--- src/rtl/mlp_seq_controller.sv ---
// ---------------------------------------------------------------------------
// mlp_seq_controller
//
// Sequencer for a parametrised two-layer MLP datapath. One inference is
// launched with start. For each of N_GROUPS hidden-neuron groups it does
// four things in order:
//   1. Accumulates N_IN layer-1 products into N_LANES MACs. in_valid stalls
//      this phase.
//   2. Captures the MAC results into the register holder.
//   3. Passes each lane through the activation LUT.
//   4. Accumulates the lane contributions into the layer-2 GSRAM.
// A final pass then runs every GSRAM entry through the LUT.
//
// Ports
//   clk, reset      clock, synchronous active-high reset
//   start           begin one inference (sampled only when idle)
//   in_valid        layer-1 operand valid; low stalls the accumulation
//   busy, done      handshake: busy outside IDLE, done one-cycle pulse
//   mac_reset       clear layer-1 MAC accumulators
//   mac_en          layer-1 MAC accumulate enable
//   in_addr         layer-1 input/weight index k
//   group_idx       current hidden group g
//   reg_holder_*    register holder write enable / source mux / lane index
//   lut_mux         LUT source: 0 register holder, 1 GSRAM
//   weight2_row/col layer-2 weight address (hidden index, output index)
//   gsram_*         GSRAM address / write enable / source mux / clear
// ---------------------------------------------------------------------------
module mlp_seq_controller #(
    parameter int N_IN     = 784,
    parameter int N_LANES  = 10,
    parameter int N_GROUPS = 20,
    parameter int N_OUT    = 10,
    localparam int IW = (N_IN > 1)               ? $clog2(N_IN)               : 1,
    localparam int LW = (N_LANES > 1)            ? $clog2(N_LANES)            : 1,
    localparam int GW = (N_GROUPS > 1)           ? $clog2(N_GROUPS)           : 1,
    localparam int OW = (N_OUT > 1)              ? $clog2(N_OUT)              : 1,
    localparam int HW = (N_LANES * N_GROUPS > 1) ? $clog2(N_LANES * N_GROUPS) : 1
) (
    input  logic          clk,
    input  logic          reset,
    input  logic          start,
    input  logic          in_valid,
    output logic          busy,
    output logic          done,
    output logic          mac_reset,
    output logic          mac_en,
    output logic [IW-1:0] in_addr,
    output logic [GW-1:0] group_idx,
    output logic          reg_holder_in,
    output logic          reg_holder_mux,
    output logic [LW-1:0] reg_holder_addr,
    output logic          lut_mux,
    output logic [HW-1:0] weight2_row,
    output logic [OW-1:0] weight2_col,
    output logic [OW-1:0] gsram_addr,
    output logic          gsram_in,
    output logic          gsram_mux,
    output logic          gsram_clear
);

    typedef enum logic [3:0] {
        S_IDLE,
        S_L1_ACC,
        S_L1_CAP,
        S_ACT_RD,
        S_ACT_WR,
        S_L2_RD,
        S_L2_WR,
        S_FIN_RD,
        S_FIN_LUT,
        S_FIN_WR,
        S_DONE
    } state_t;

    state_t state, state_nxt;

    logic [IW-1:0] k;
    logic [LW-1:0] j;
    logic [LW-1:0] l;
    logic [OW-1:0] o;
    logic [GW-1:0] g;

    logic k_last, j_last, l_last, o_last, g_last;

    // Terminal values are compared exactly, so non-power-of-2 sizes wrap cleanly.
    assign k_last = (k == IW'(N_IN - 1));
    assign j_last = (j == LW'(N_LANES - 1));
    assign l_last = (l == LW'(N_LANES - 1));
    assign o_last = (o == OW'(N_OUT - 1));
    assign g_last = (g == GW'(N_GROUPS - 1));

    // State register
    always_ff @(posedge clk) begin
        if (reset) state <= S_IDLE;
        else       state <= state_nxt;
    end

    // Next-state logic
    always_comb begin
        state_nxt = state;
        case (state)
            S_IDLE:    if (start) state_nxt = S_L1_ACC;
            S_L1_ACC:  if (in_valid && k_last) state_nxt = S_L1_CAP;
            S_L1_CAP:  state_nxt = S_ACT_RD;
            S_ACT_RD:  state_nxt = S_ACT_WR;
            S_ACT_WR:  state_nxt = j_last ? S_L2_RD : S_ACT_RD;
            S_L2_RD:   state_nxt = S_L2_WR;
            S_L2_WR: begin
                if (o_last && l_last) state_nxt = g_last ? S_FIN_RD : S_L1_ACC;
                else                  state_nxt = S_L2_RD;
            end
            S_FIN_RD:  state_nxt = S_FIN_LUT;
            S_FIN_LUT: state_nxt = S_FIN_WR;
            S_FIN_WR:  state_nxt = o_last ? S_DONE : S_FIN_RD;
            S_DONE:    state_nxt = S_IDLE;
            default:   state_nxt = S_IDLE;
        endcase
    end

    // Loop counters. Each one is cleared on the transition that enters its
    // loop, so every loop starts from 0 regardless of how the last one ended.
    always_ff @(posedge clk) begin
        if (reset) begin
            k <= '0;
            j <= '0;
            l <= '0;
            o <= '0;
            g <= '0;
        end else begin
            case (state)
                S_IDLE: begin
                    if (start) begin
                        k <= '0;
                        j <= '0;
                        l <= '0;
                        o <= '0;
                        g <= '0;
                    end
                end
                S_L1_ACC: begin
                    if (in_valid) k <= k_last ? '0 : k + IW'(1);
                end
                S_L1_CAP: j <= '0;
                S_ACT_WR: begin
                    if (j_last) begin
                        l <= '0;
                        o <= '0;
                    end else begin
                        j <= j + LW'(1);
                    end
                end
                S_L2_WR: begin
                    // o is the inner loop, l the outer; g advances once per group.
                    if (o_last) begin
                        o <= '0;
                        if (l_last) begin
                            l <= '0;
                            if (!g_last) g <= g + GW'(1);
                        end else begin
                            l <= l + LW'(1);
                        end
                    end else begin
                        o <= o + OW'(1);
                    end
                end
                S_FIN_WR: o <= o_last ? '0 : o + OW'(1);
                S_DONE: begin
                    k <= '0;
                    j <= '0;
                    l <= '0;
                    o <= '0;
                    g <= '0;
                end
                default: ;
            endcase
        end
    end

    // Output decode
    always_comb begin
        done            = 1'b0;
        mac_reset       = 1'b0;
        mac_en          = 1'b0;
        in_addr         = '0;
        group_idx       = '0;
        reg_holder_in   = 1'b0;
        reg_holder_mux  = 1'b0;
        reg_holder_addr = '0;
        lut_mux         = 1'b0;
        weight2_row     = '0;
        weight2_col     = '0;
        gsram_addr      = '0;
        gsram_in        = 1'b0;
        gsram_mux       = 1'b0;
        gsram_clear     = 1'b0;
        case (state)
            // Clearing the MACs as start is accepted gives group 0 a clean slate.
            S_IDLE: mac_reset = start;
            S_L1_ACC: begin
                in_addr   = k;
                group_idx = g;
                mac_en    = in_valid;
            end
            S_L1_CAP: begin
                reg_holder_in = 1'b1;
                mac_reset     = 1'b1;
            end
            S_ACT_RD: reg_holder_addr = j;
            S_ACT_WR: begin
                reg_holder_in   = 1'b1;
                reg_holder_mux  = 1'b1;
                reg_holder_addr = j;
            end
            S_L2_RD, S_L2_WR: begin
                gsram_addr      = o;
                reg_holder_addr = l;
                weight2_row     = HW'(g) * HW'(N_LANES) + HW'(l);
                weight2_col     = o;
                if (state == S_L2_WR) begin
                    gsram_in = 1'b1;
                    // The first lane of the first group overwrites stale GSRAM
                    // contents rather than adding to them.
                    gsram_clear = (g == '0) && (l == '0);
                end
            end
            S_FIN_RD: gsram_addr = o;
            S_FIN_LUT: begin
                gsram_addr = o;
                lut_mux    = 1'b1;
            end
            S_FIN_WR: begin
                gsram_addr = o;
                gsram_in   = 1'b1;
                gsram_mux  = 1'b1;
            end
            S_DONE: done = 1'b1;
            default: ;
        endcase
    end

    assign busy = (state != S_IDLE);

endmodule

--- config.mk ---
export PLATFORM = sky130hd
export DESIGN_NAME = mlp_seq_controller
export DESIGN_NICKNAME = d
export VERILOG_FILES = /design/src/rtl/mlp_seq_controller.sv
export SDC_FILE = /design/constraint.sdc
export NUM_CORES = 1
export LEC_CHECK = 0
export ABC_AREA = 1
export CAP_MARGIN = 30
export CELL_PAD_IN_SITES_DETAIL_PLACEMENT = 0
export CELL_PAD_IN_SITES_GLOBAL_PLACEMENT = 1
export CORE_MARGIN = 4
export CORE_UTILIZATION = 37
export CTS_BUF_LIST = sky130_fd_sc_hd__clkbuf_8
export CTS_CLUSTER_DIAMETER = 200
export DETAILED_ROUTE_END_ITERATION = 8
export PLACE_DENSITY_LB_ADDON = 0.1
export SLEW_MARGIN = 20
export SYNTH_ARGS = -nofsm -noshare
export SYNTH_HDL_FRONTEND = slang
export SYNTH_SLANG_ARGS = --single-unit
--- constraint.sdc ---
create_clock -name clk -period 2.1 [get_ports clk]
set_input_delay 0.21 -clock clk [delete_from_list [all_inputs] [get_ports clk]]
set_output_delay 0.21 -clock clk [all_outputs]
set_load 0.03 [all_outputs]
# Word level (Yosys, flattened, before mapping)
# Cells that the tools add are included.
word_totals:
  input_bits: 4
  regBits: 31
  elab_cells: 102
  out_inout_bits: 45
op_classes:
  muxes: 42
  addsub: 6
  reduce_logical: 24
  n_mul: 1
  eq_ne: 23
ops:
  columns: ["cell", "n"]
  rows:
  - ["2-to-1 mux 4 bit", 11]
  - ["2-to-1 mux 10 bit", 4]
  - ["one-hot mux 4 bit (10 select lines)", 1]
  - ["one-hot mux 4 bit (4 select lines)", 2]
  - ["one-hot mux 10 bit (3 select lines)", 1]
  - ["2-to-1 mux 5 bit", 5]
  - ["equality test 4 bit (second input constant)", 6]
  - ["equality test 4 x 3 -> 1 bit (second input constant)", 4]
  - ["inequality test 2 bit (second input constant)", 8]
  - ["one-hot mux 5 bit (3 select lines)", 1]
  - ["adder 4 x 1 -> 4 bit (second input constant)", 3]
  - ["one-hot mux 4 bit (3 select lines)", 1]
  - ["nonzero test 4 bit", 3]
  - ["adder 10 x 1 -> 10 bit (second input constant)", 1]
  - ["equality test 10 bit (second input constant)", 1]
  - ["OR reduction 2 bit", 5]
  - ["2-to-1 mux 1 bit", 9]
  - ["2-to-1 mux 3 bit", 3]
  - ["AND reduction 3 bit", 3]
  - ["nonzero test 3 bit", 3]
  - ["adder 8 x 4 -> 8 bit", 1]
  - ["equality test 4 x 2 -> 1 bit (second input constant)", 2]
  - ["zero test 4 bit", 2]
  - ["2-to-1 mux 8 bit", 1]
  - ["12 further kinds", 15]

# Depth between registers and ports, before layout
# Gate-level depths: netlist (run 1).
depth:
  word_depth: 5
  mapped_depth: 11
  mapped_depth_nobuf: 11

# Worst setup path after synthesis (run 1)
# OpenSTA, ideal clock, no wires.
synth_timing:
  path_type: "register to output"
  startpoint: "reg g[3]"
  endpoint: "out weight2_row[7]"
  stages_incl_launch_ff: 10
  path_slack_ns: -0.143
  arrival_ns: 2.033
  path_buffers: 0
  required_ns: 1.890
  cell_sequence: "dfxtp_1 -> ha_1 -> ha_1 -> inv_1 -> fa_1 -> xor2_1 -> inv_1 -> nand2_1 -> o21ai_0 -> a21oi_1"
synth_between:
  elab_chain_cells: 3
synth_rtl:
  columns: ["element", "line_no", "source"]
  rows:
  - ["start, declared", "81", "logic [GW-1:0] g;"]
  - ["start signal, assigned", "158", "if (!g_last) g <= g + GW'(1);"]
  - ["multiplier 5 x 3 -> 7 bit", "217", "weight2_row = HW'(g) * HW'(N_LANES) + HW'(l);"]
  - ["adder 8 x 4 -> 8 bit", "217", null]
  - ["2-to-1 mux 8 bit", "196", "case (state)"]
  - ["end, declared", "53", "output logic [HW-1:0] weight2_row,"]
# No other way between the ends.

# Final worst setup path (run 1)
layout_timing:
  startpoint: "reg g[1]"
  endpoint: "out weight2_row[7]"
# The elaborated chain is that of the path after synthesis.

==> results of run 1 <==
[per-layer routing]
layer	global-route usage (%)	share of wire, %	vias to the layer above	wire [um]
met3	3.51	3.4	6	239
met5	0	0	-	0
met4	4.85	1.1	0	75
li1	-	-	1402	-
met2	28.2	47	49	3250
met1	22.8	49	1189	3400
[worst max-delay path by stage]
| stage | endpoint | slack, ps | depth (start not counted) |
|---|---|---|---|
| 2_1_floorplan | weight2_row[7] | -20 | 9 |
| 4_1_cts | weight2_row[7] | -220 | 9 |
| 3_5_place_dp | weight2_row[7] | -20 | 9 |
| 5_1_grt | weight2_row[7] | -310 | 9 |
| 3_3_place_gp | weight2_row[7] | 4 | 9 |
| 6_report | weight2_row[7] | -240 | 9 |
[cell families (layout without fill, tap and decap cells)]
logic type / count (synthesis) / count (layout) / synth area share, %
AOI/OAI and AO/OA: 52 / 52 / 11.1
xor gates and xnor gates: 6 / 6 / 2.12
adders and majority gates: 21 / 21 / 11.2
buffers and inverters: 64 / 142 / 10.6
DFF: 31 / 31 / 25.0
and+or+nand+nor: 215 / 215 / 40.0
[report_power, final]
group / internal, mW / total [mW] / switching [mW]
Sequential: 0.656 / 0.716 / 0.0606
Clock: 0.257 / 0.482 / 0.225
Combinational: 0.428 / 1.19 / 0.767
Total: 1.34 / 2.39 / 1.05
[cell usage after synthesis, types with 2 or more instances]
cell	number
o21ai_0	15
o22ai_1	3
nand2_1	66
nor3b_1	2
nand3_2	2
nand2_2	5
nor3_2	2
nand4_1	10
fa_1	2
nor2_4	4
clkbuf_1	2
a21oi_1	27
xor2_1	5
nor2_1	81
ha_1	19
nor2_2	6
nor3_1	4
o21ai_1	3
inv_1	53
inv_2	4
o31ai_1	2
nand3_1	27
nand2_4	3
dfxtp_1	31
[registers in the layout, indices dropped and copies added (netlist names)]
name   count
k         10
l          4
state      4
g          5
j          4
o          4
[what timing repair did]
item                                    in CTS  in global routing
buffers inserted                             1                  1
endpoints found under the setup margin      16                 31
resized for setup                           32                 38
pin swaps                                    7                  8
[per-stage QoR]
| step | util (%) | worst slack, ps | cell area (um^2) | std cells | hold slack (ps) |
|---|---|---|---|---|---|
| detailed placement | 49.3 | -23.6 | 3160 | 535 | 471 |
| floorplan | - | -19.5 | 2490 | 389 | 440 |
| finish | 52.0 | -241 | 3340 | 544 | 488 |
| CTS | 51.3 | -219 | 3300 | 543 | 490 |
| global route | 52.0 | -308 | 3340 | 544 | 495 |
| global placement | 49.3 | 4.00 | 3160 | 535 | 457 |
[worst register-to-register path: stages, from the launching register on]
cell     delay [ps]
dfxtp_1         330
inv_1           150
ha_1            170
nand3_1         180
nor2_1          200
nand2_1          60
nand2_1         100
inv_1            80
nor2_4          170
nand2_1          70
nand2_1          60
nor2_1           50
[layout make-up]
| class | instances | area [um^2] |
|---|---|---|
| Fill cell | 669 | 3080 |
| Inverter | 58 | 224 |
| Clock buffer | 6 | 82.6 |
| Sequential cell | 31 | 632 |
| Tap cell | 77 | 96.3 |
| Clock inverter | 1 | 5.00 |
| Timing Repair Buffer | 77 | 613 |
| Multi-Input combinational cell | 294 | 1690 |
==> flow_metrics.tcl, run 1 <==
set metrics [dict create \
    status "finished, violations left" \
    failed_checks "negative setup slack" \
    finalClockSkew_ps 5.92 \
    clk_latency_ps 280 \
    place.gp.congestion 0.794 \
    diodes 0 \
    post-route-drc-count 0 \
    wl_per_cell_um 12.8 \
    final.setup.tns_ps -527 \
    clk_pin_slew_ps 70 \
    dieArea_um2 8080 \
    hold_buffers 0 \
    start_util_pct 38.6 \
    critPathSlowestCell "fa_2" \
    yosys-top-cells-area "dfxtp_1, nor2_1, nand2_1" \
    cp_top_family "adder cells" \
    layout_commonest_cell "nor2_1" \
    ys_ff_latch 31 \
    maxSlewViolCount 0 \
    final_layout_size_suffix_gt1_share_pct 25.7 \
    syn_area_per_cell_um2 6.38 \
    synth_flop_cell "dfxtp_1" \
    r2r_start "o[1]" \
    hold_end "k[9]" \
    coreArea_um2 6420 \
    firstDrtPassIters 4 \
    max_freq_mhz 427 \
    hold_viol 0 \
    rrSetupSlack_ps 380 \
    wirelength_um 6960 \
    synth.net_count 414 \
    cp_num_buf_inv 3 \
    cts_tree "built" \
    startpoint_type "flip-flop" \
    syn_inst 389 \
    yosysWarningCount 0 \
    min_period_ps 2340 \
    clk_path_buf_depth 2 \
    antenna_found_initial 0 \
    drtAntennaViolNets 0 \
    mostFrequentLayoutCells "nor2_1, nand2_1, inv_1, buf_4, nand3_1" \
    finalWorstSetupSlack_ps -241 \
    netlist.area_leader.share_pct 25.0 \
    pin_count 49 \
    power_mw 2.39 \
    crit_start "g[1]" \
    fin_crit_sh_pct 111 \
    critPathRequiredTime_ps 1890 \
    port-buffer-count 48 \
    cpMostUsedCell "ha_4" \
    maxSlewHeadroom_pct 78.1 \
    clock_sinks 31 \
    tightest_slew_ps 327 \
    irDropWorstVdd_v 0.000515 \
    grt_setup_unrepaired "true" \
    maxCapViolCount 0 \
    area_delta_synth_final_pct 34.6 \
    async_flop_share_pct 0 \
    vias 2646 \
    cts_root_buf "clkbuf_8" \
    synth-edff-count 0 \
    r2r_cells 11 \
    track_usage_pct 17.2 \
    synth.cell_area_um2 2480 \
    crit_path_cell_trace "ha_4 -> ha_4 -> inv_2 -> fa_2 -> nor2_2 -> nand2_1 -> buf_4 -> a21oi_2 -> buf_6" \
    yosysSeqAreaShare_pct 25.0 \
    p_leak_nw 1.50 \
    setup_viol 3 \
    p_per_area_nw_per_um2 716 \
    synth_cell_types 35 \
    slowest_delay_ps 470 \
    grt_max_degree 17 \
    nets 492 \
    cp.arrival_ps 2130 \
    r2r-end "g[1]" \
    min_path_cells 2 \
    die_h_um 89.9 \
    dp_hpwl_um 5360 \
    ctsHtreeMaxLevel 2 \
    hp-start "k[9]" \
    viasPerCell 4.86 \
    cp_max_fo 4 \
    min_path_type "reg2reg" \
    critical_path_class "reg2out" \
    drt_iter0_markers 94 \
    cts_buffers 5 \
    die_x_um 89.9 \
    grt_pass1_vias 2499 \
    yosys.area.top_type "dfxtp_1" \
    rows 29 \
    grt_overflow 0 \
    grt_pass1_wl_um 11700 \
    end_kind "primary output" \
]
Note: power is estimated with default switching activity, not from simulation.
==> run 2, diff against run 1 <==
--- a/config.mk
+++ b/config.mk
@@ -5,12 +5,11 @@
 export SDC_FILE = /design/constraint.sdc
 export NUM_CORES = 1
 export LEC_CHECK = 0
-export ABC_AREA = 1
 export CAP_MARGIN = 30
 export CELL_PAD_IN_SITES_DETAIL_PLACEMENT = 0
 export CELL_PAD_IN_SITES_GLOBAL_PLACEMENT = 1
 export CORE_MARGIN = 4
-export CORE_UTILIZATION = 37
+export CORE_UTILIZATION = 40
 export CTS_BUF_LIST = sky130_fd_sc_hd__clkbuf_8
 export CTS_CLUSTER_DIAMETER = 200
 export DETAILED_ROUTE_END_ITERATION = 8
==> run 2 against run 1 <==
The flow still finishes with violations (negative setup slack). Sequential cell count stayed put. Cell count is 9.0% lower. Clock power is 31% higher. Largest cell class unchanged.
==> flow_metrics.tcl, run 2 <==
set metrics [dict create \
    synth.net_count 357 \
    pin_count 49 \
    failed_checks "negative setup slack" \
    setup_viol 5 \
    fin_crit_sh_pct 118 \
    maxCapViolCount 0 \
    nets 442 \
    drt_iter0_markers 69 \
    async_flop_share_pct 0 \
    synth_cell_types 56 \
    drtAntennaViolNets 0 \
    synth.cell_area_um2 2620 \
    netlist.area_leader.share_pct 23.7 \
    wl_met2_um 3250 \
    p_per_area_nw_per_um2 505 \
    critPathSlowestCell "fa_2" \
    yosysMostFrequentCell "nor2_1" \
    place.gp.congestion 0.835 \
    cp.arrival_ps 2270 \
    ctsHtreeMaxLevel 2 \
    post-route-drc-count 0 \
    yosys.area.top_type "dfxtp_1" \
    yosys-top-cells-area "dfxtp_1, ha_1, nor2_1" \
    grt_pass1_wl_um 11700 \
    irDropWorstVdd_v 0.000318 \
    slowest_delay_ps 440 \
    firstDrtPassIters 4 \
    rows 29 \
    r2r_start "state[3]" \
    diodes 0 \
    wl_per_cell_um 14.4 \
    grt_setup_unrepaired "true" \
    track_usage_pct 18.7 \
    power_mw 1.85 \
    grt_max_degree 18 \
    hold_buffers 0 \
    layout_commonest_cell "buf_4" \
    min_path_type "reg2reg" \
    port-buffer-count 48 \
    cts_root_buf "clkbuf_8" \
    ys_ff_latch 31 \
    critPathRequiredTime_ps 1890 \
    hp-start "o[1]" \
    max_freq_mhz 403 \
    p_leak_nw 1.61 \
    min_period_ps 2480 \
    hold_viol 0 \
    cp_top_family "adder cells" \
    clk_pin_slew_ps 70 \
    finalWorstSetupSlack_ps -381 \
    largest_reg_flops 10 \
    clock_sinks 31 \
    topRoutingLayerUsed "met4" \
    dieArea_um2 7910 \
    crit_start "g[1]" \
    synth-edff-count 0 \
    start_util_pct 41.3 \
    antenna_found_initial 0 \
    final.setup.tns_ps -966 \
    r2r_cells 6 \
    regMostFlops "k" \
    end_kind "primary output" \
    vias 2581 \
    yosysWarningCount 0 \
    viasPerCell 5.21 \
    coreArea_um2 6350 \
    syn_area_per_cell_um2 7.90 \
    cts_tree "built" \
    area_delta_synth_final_pct 39.8 \
    status "finished, violations left" \
    met3_length_um 306 \
    cp_num_buf_inv 3 \
    critical_path_class "reg2out" \
    cts_buffers 5 \
    cpMostUsedCell "ha_4" \
    met1_length_um 3470 \
    maxSlewViolCount 0 \
    crit_path_cell_trace "ha_4 -> ha_4 -> inv_2 -> fa_2 -> inv_1 -> o2111ai_2 -> xor2_1 -> xnor2_1 -> nor2_2 -> buf_6" \
    rrSetupSlack_ps 200 \
    synthTopCellsByCount "nor2_1, dfxtp_1, and2_1, nand2_1" \
    r2r-end "g[4]" \
    hold_ws_ps 507 \
    hold_end "o[1]" \
    final_layout_size_suffix_gt1_share_pct 33.7 \
    grt_overflow 0 \
    mostFrequentLayoutCells "buf_4, nor2_1, and2_1, dfxtp_1, nand2_1" \
    min_path_cells 1 \
    dp_hpwl_um 5360 \
    die_h_um 89.0 \
    syn_inst 332 \
    wirelength_um 7120 \
    synth_flop_cell "dfxtp_1" \
    finalClockSkew_ps 5.15 \
    clk_path_buf_depth 2 \
    yosysSeqAreaShare_pct 23.7 \
    reg_top3 "k x10, g x5" \
    startpoint_type "flip-flop" \
    cp_max_fo 2 \
    die_x_um 89.0 \
    maxSlewHeadroom_pct 74.7 \
    grt_pass1_vias 2413 \
    clk_latency_ps 290 \
    tightest_slew_ps 374 \
]
==> run 2: cell count changes after synthesis, moves of 8 or more <==
cell	change
xnor2_1	+14
clkbuf_1	+9
nand3_1	-19
and2_1	+24
a21oi_1	-8
inv_1	-38
nand2_1	-46
nor2_1	-38
==> run 2: cell families after synthesis <==
group,Yosys count,share of synthesized area [%]
simple gates,155,33.4
flops,31,23.7
xor+xnor,20,6.68
compound gates,65,17.6
fa+ha+maj,21,10.6
buf+inv,34,5.63
mux,6,2.43
==> run 2: routing by layer <==
metal / track usage [%] / up-vias
met5: 0 / -
met4: 5.55 / 0
met3: 2.95 / 9
met2: 28.8 / 53
met1: 27.1 / 1186
li1: - / 1333
==> run 2: cell type report <==
cell class                 instances  area (um^2)
tap                               77         96.3
timing repair buffer              96          763
fill                             634         2690
inverter                          16         60.1
multi-input combinational        267         1990
clock inverter                     2         35.0
clock buffer                       6         82.6
sequential                        31          641
==> run 2: metrics by stage <==
step / cell area [um^2] / utilization [%] / worst slack (ps) / std cells
floorplan: 2680 / - / -142 / 332
finish: 3660 / 57.7 / -381 / 495
detailed placement: 3410 / 53.7 / -121 / 484
CTS: 3580 / 56.3 / -394 / 494
global placement: 3410 / 53.7 / -82.0 / 484
global route: 3660 / 57.7 / -454 / 495
==> run 2: power by group <==
group | total [mW] | switching, mW | internal, mW
Combinational | 0.577 | 0.326 | 0.251
Sequential | 0.643 | 0.0367 | 0.606
Clock | 0.630 | 0.246 | 0.384
==> run 2: how the worst max path moves through the flow <==
stage	cells after the start	slack [ps]	to
2_1_floorplan	9	-140	weight2_row[7]
3_3_place_gp	10	-80	weight2_row[7]
3_5_place_dp	10	-120	weight2_row[7]
4_1_cts	10	-390	weight2_row[7]
5_1_grt	10	-450	weight2_row[7]
6_report	10	-380	weight2_row[7]
==> run 2: timing repair <==
| item | CTS | global route |
|---|---|---|
| gates resized for setup | 19 | 18 |
| gates cloned | 0 | 0 |
| hold endpoints to repair | 0 | 0 |
| setup endpoints to repair | 15 | 10 |
| pin swaps | 8 | 9 |
| buffers inserted | 2 | 1 |
==> run 3, diff against run 2 <==
--- a/config.mk
+++ b/config.mk
@@ -10,7 +10,7 @@
 export CELL_PAD_IN_SITES_GLOBAL_PLACEMENT = 1
 export CORE_MARGIN = 4
 export CORE_UTILIZATION = 40
-export CTS_BUF_LIST = sky130_fd_sc_hd__clkbuf_8
+export CTS_BUF_LIST = sky130_fd_sc_hd__clkbuf_4
 export CTS_CLUSTER_DIAMETER = 200
 export DETAILED_ROUTE_END_ITERATION = 8
 export PLACE_DENSITY_LB_ADDON = 0.1
==> run 3 against run 2 <==
The flow still finishes with violations (negative setup slack). Critical path type unchanged. Utilization is 0.16 points lower. Fmax is 2.6% lower. Non-clock buffer count is 2 higher. Final area is 0.27% lower. Highest routed layer unchanged. Sequential power hardly changed. Die area stayed put. Via count is 1.4% higher. Worst setup slack worse by 66 ps.
==> flow_metrics.tcl, run 3 (synthesized netlist as in run 2, its figures left out) <==
set metrics [dict create \
    cp_max_fo 2 \
    dp_hpwl_um 5360 \
    grt_pass1_wl_um 11700 \
    tightest_slew_ps 356 \
    grt_overflow 0 \
    min_period_ps 2550 \
    status "finished, violations left" \
    rrSetupSlack_ps 220 \
    finalWorstSetupSlack_ps -447 \
    rows 29 \
    power.internal_mw 1.11 \
    r2r-end "g[4]" \
    power_frac_seq_pct 37.5 \
    p_per_area_nw_per_um2 467 \
    hold_buffers 0 \
    area_delta_synth_final_pct 39.4 \
    vias 2617 \
    cts_buffers 5 \
    finalClockSkew_ps 10.4 \
    regMostFlops "k" \
    r2r_start "l[1]" \
    layout_commonest_cell "buf_4" \
    hold_viol 0 \
    die_h_um 89.0 \
    failed_checks "negative setup slack" \
    p_leak_nw 1.61 \
    p_comb_share_pct 34.6 \
    port-buffer-count 48 \
    post-route-drc-count 0 \
    coreArea_um2 6350 \
    reg_top3 "k x10, g x5" \
    switching_share_pct 35.0 \
    cp.arrival_ps 2340 \
    clk_path_buf_depth 2 \
    clock_sinks 31 \
    min_path_type "reg2reg" \
    grt_pass1_vias 2407 \
    maxSlewViolCount 0 \
    pin_count 49 \
    critical_path_class "reg2out" \
    grt_max_degree 18 \
    irDropWorstVdd_v 0.000330 \
    final_cells 497 \
    ctsHtreeMaxLevel 2 \
    firstDrtPassIters 4 \
    nets 444 \
    p_sw_mw 0.598 \
    start_util_pct 41.3 \
    die_x_um 89.0 \
    wirelength_um 7170 \
    drt_iter0_markers 76 \
    setup_viol 5 \
    n_fill_cell 632 \
    mostFrequentLayoutCells "buf_4, nor2_1, and2_1, dfxtp_1, nand2_1" \
    hold_ws_ps 512 \
    crit_start "g[1]" \
    clk_pin_slew_ps 110 \
    startpoint_type "flip-flop" \
    antenna_found_initial 0 \
    maxCapViolCount 0 \
    viasPerCell 5.27 \
    place.gp.congestion 0.835 \
    fin_area_um2 3650 \
    cts_tree "built" \
    dieArea_um2 7910 \
    end_kind "primary output" \
    track_usage_pct 18.8 \
    min_path_cells 1 \
    critPathRequiredTime_ps 1890 \
    largest_reg_flops 10 \
    power_mw 1.71 \
    final_layout_size_suffix_gt1_share_pct 34.8 \
    fin_crit_sh_pct 121 \
    clk_latency_ps 340 \
    dpl.cell_count 484 \
    max_freq_mhz 393 \
    maxSlewHeadroom_pct 76.0 \
    wl_per_cell_um 14.4 \
    r2r_cells 8 \
    cts_root_buf "clkbuf_4" \
    power_frac_clock_pct 27.9 \
    endpoint "weight2_row[7]" \
    dpl_cell_area_um2 3410 \
    diodes 0 \
    drtAntennaViolNets 0 \
    grt_setup_unrepaired "true" \
]
[run 3: changes by cell type in the layout (fill, tap and decap cells not counted), sizes merged]
cell           change
buf                +2
clkdlybuf4s50      -1
clkinv             +1
dlymetal6s2s       +1
clkbuf             -1
[run 3: final cells by class]
| class | instances | area, um^2 | area share [%] |
|---|---|---|---|
| clock inverter | 3 | 38.8 | 1.06 |
| sequential | 31 | 642 | 17.6 |
| clock buffer | 5 | 37.5 | 1.03 |
| timing repair buffer | 98 | 781 | 21.4 |
| multi-input combinational | 267 | 2000 | 54.7 |
| tap | 77 | 96.3 | 2.64 |
| inverter | 16 | 60.1 | 1.64 |
[run 3: stage by stage]
stage          setup TNS, ps  utilization, %  setup WS [ps]
6_report               -1300            57.5           -447
3_3_place_gp            -147            53.7          -82.0
2_1_floorplan           -184               -           -142
4_1_cts                -1030            55.8           -458
5_1_grt                -1730            57.5           -524
3_5_place_dp            -257            53.7           -121
[run 3: worst min-delay path by stage]
stage | from | to | slack, ps
after CTS | o[1] | o[1] | 510
after global placement | o[1] | o[1] | 490
after detailed placement | o[1] | o[1] | 500
final | o[1] | o[1] | 510
after floorplan | reset | state[1] | 290
after global routing | o[1] | o[1] | 540
[run 3: power groups by stage]
| stage | Clock, mW | Combinational (mW) | Sequential (mW) |
|---|---|---|---|
| after global routing | 0.510 | 0.646 | 0.646 |
| after global placement | 0 | 0.563 | 0.654 |
| after CTS | 0.486 | 0.570 | 0.643 |
| final | 0.476 | 0.590 | 0.641 |
| after floorplan | 0 | 0.393 | 0.628 |
| after detailed placement | 0 | 0.567 | 0.653 |
[run 3: critical path, stage by stage (launching register included)]
cell,delay [ps]
dfxtp_4,360
ha_4,240
ha_4,150
inv_2,50
fa_2,440
inv_1,90
o2111ai_2,130
xor2_1,180
xnor2_1,190
nor2_2,50
buf_6,130
[run 3: repair_timing]
item,4_1_cts,5_1_grt
setup buffers,2,3
endpoints found under the setup margin,20,17
gates resized for setup,22,20
pin swaps,8,6
[run 3: metal layers]
layer | GRT usage (%) | part of all wire, %
met1 | 27.6 | 48
met2 | 28.5 | 46
met3 | 2.86 | 4.9
met4 | 5.28 | 1.6
met5 | 0 | 0
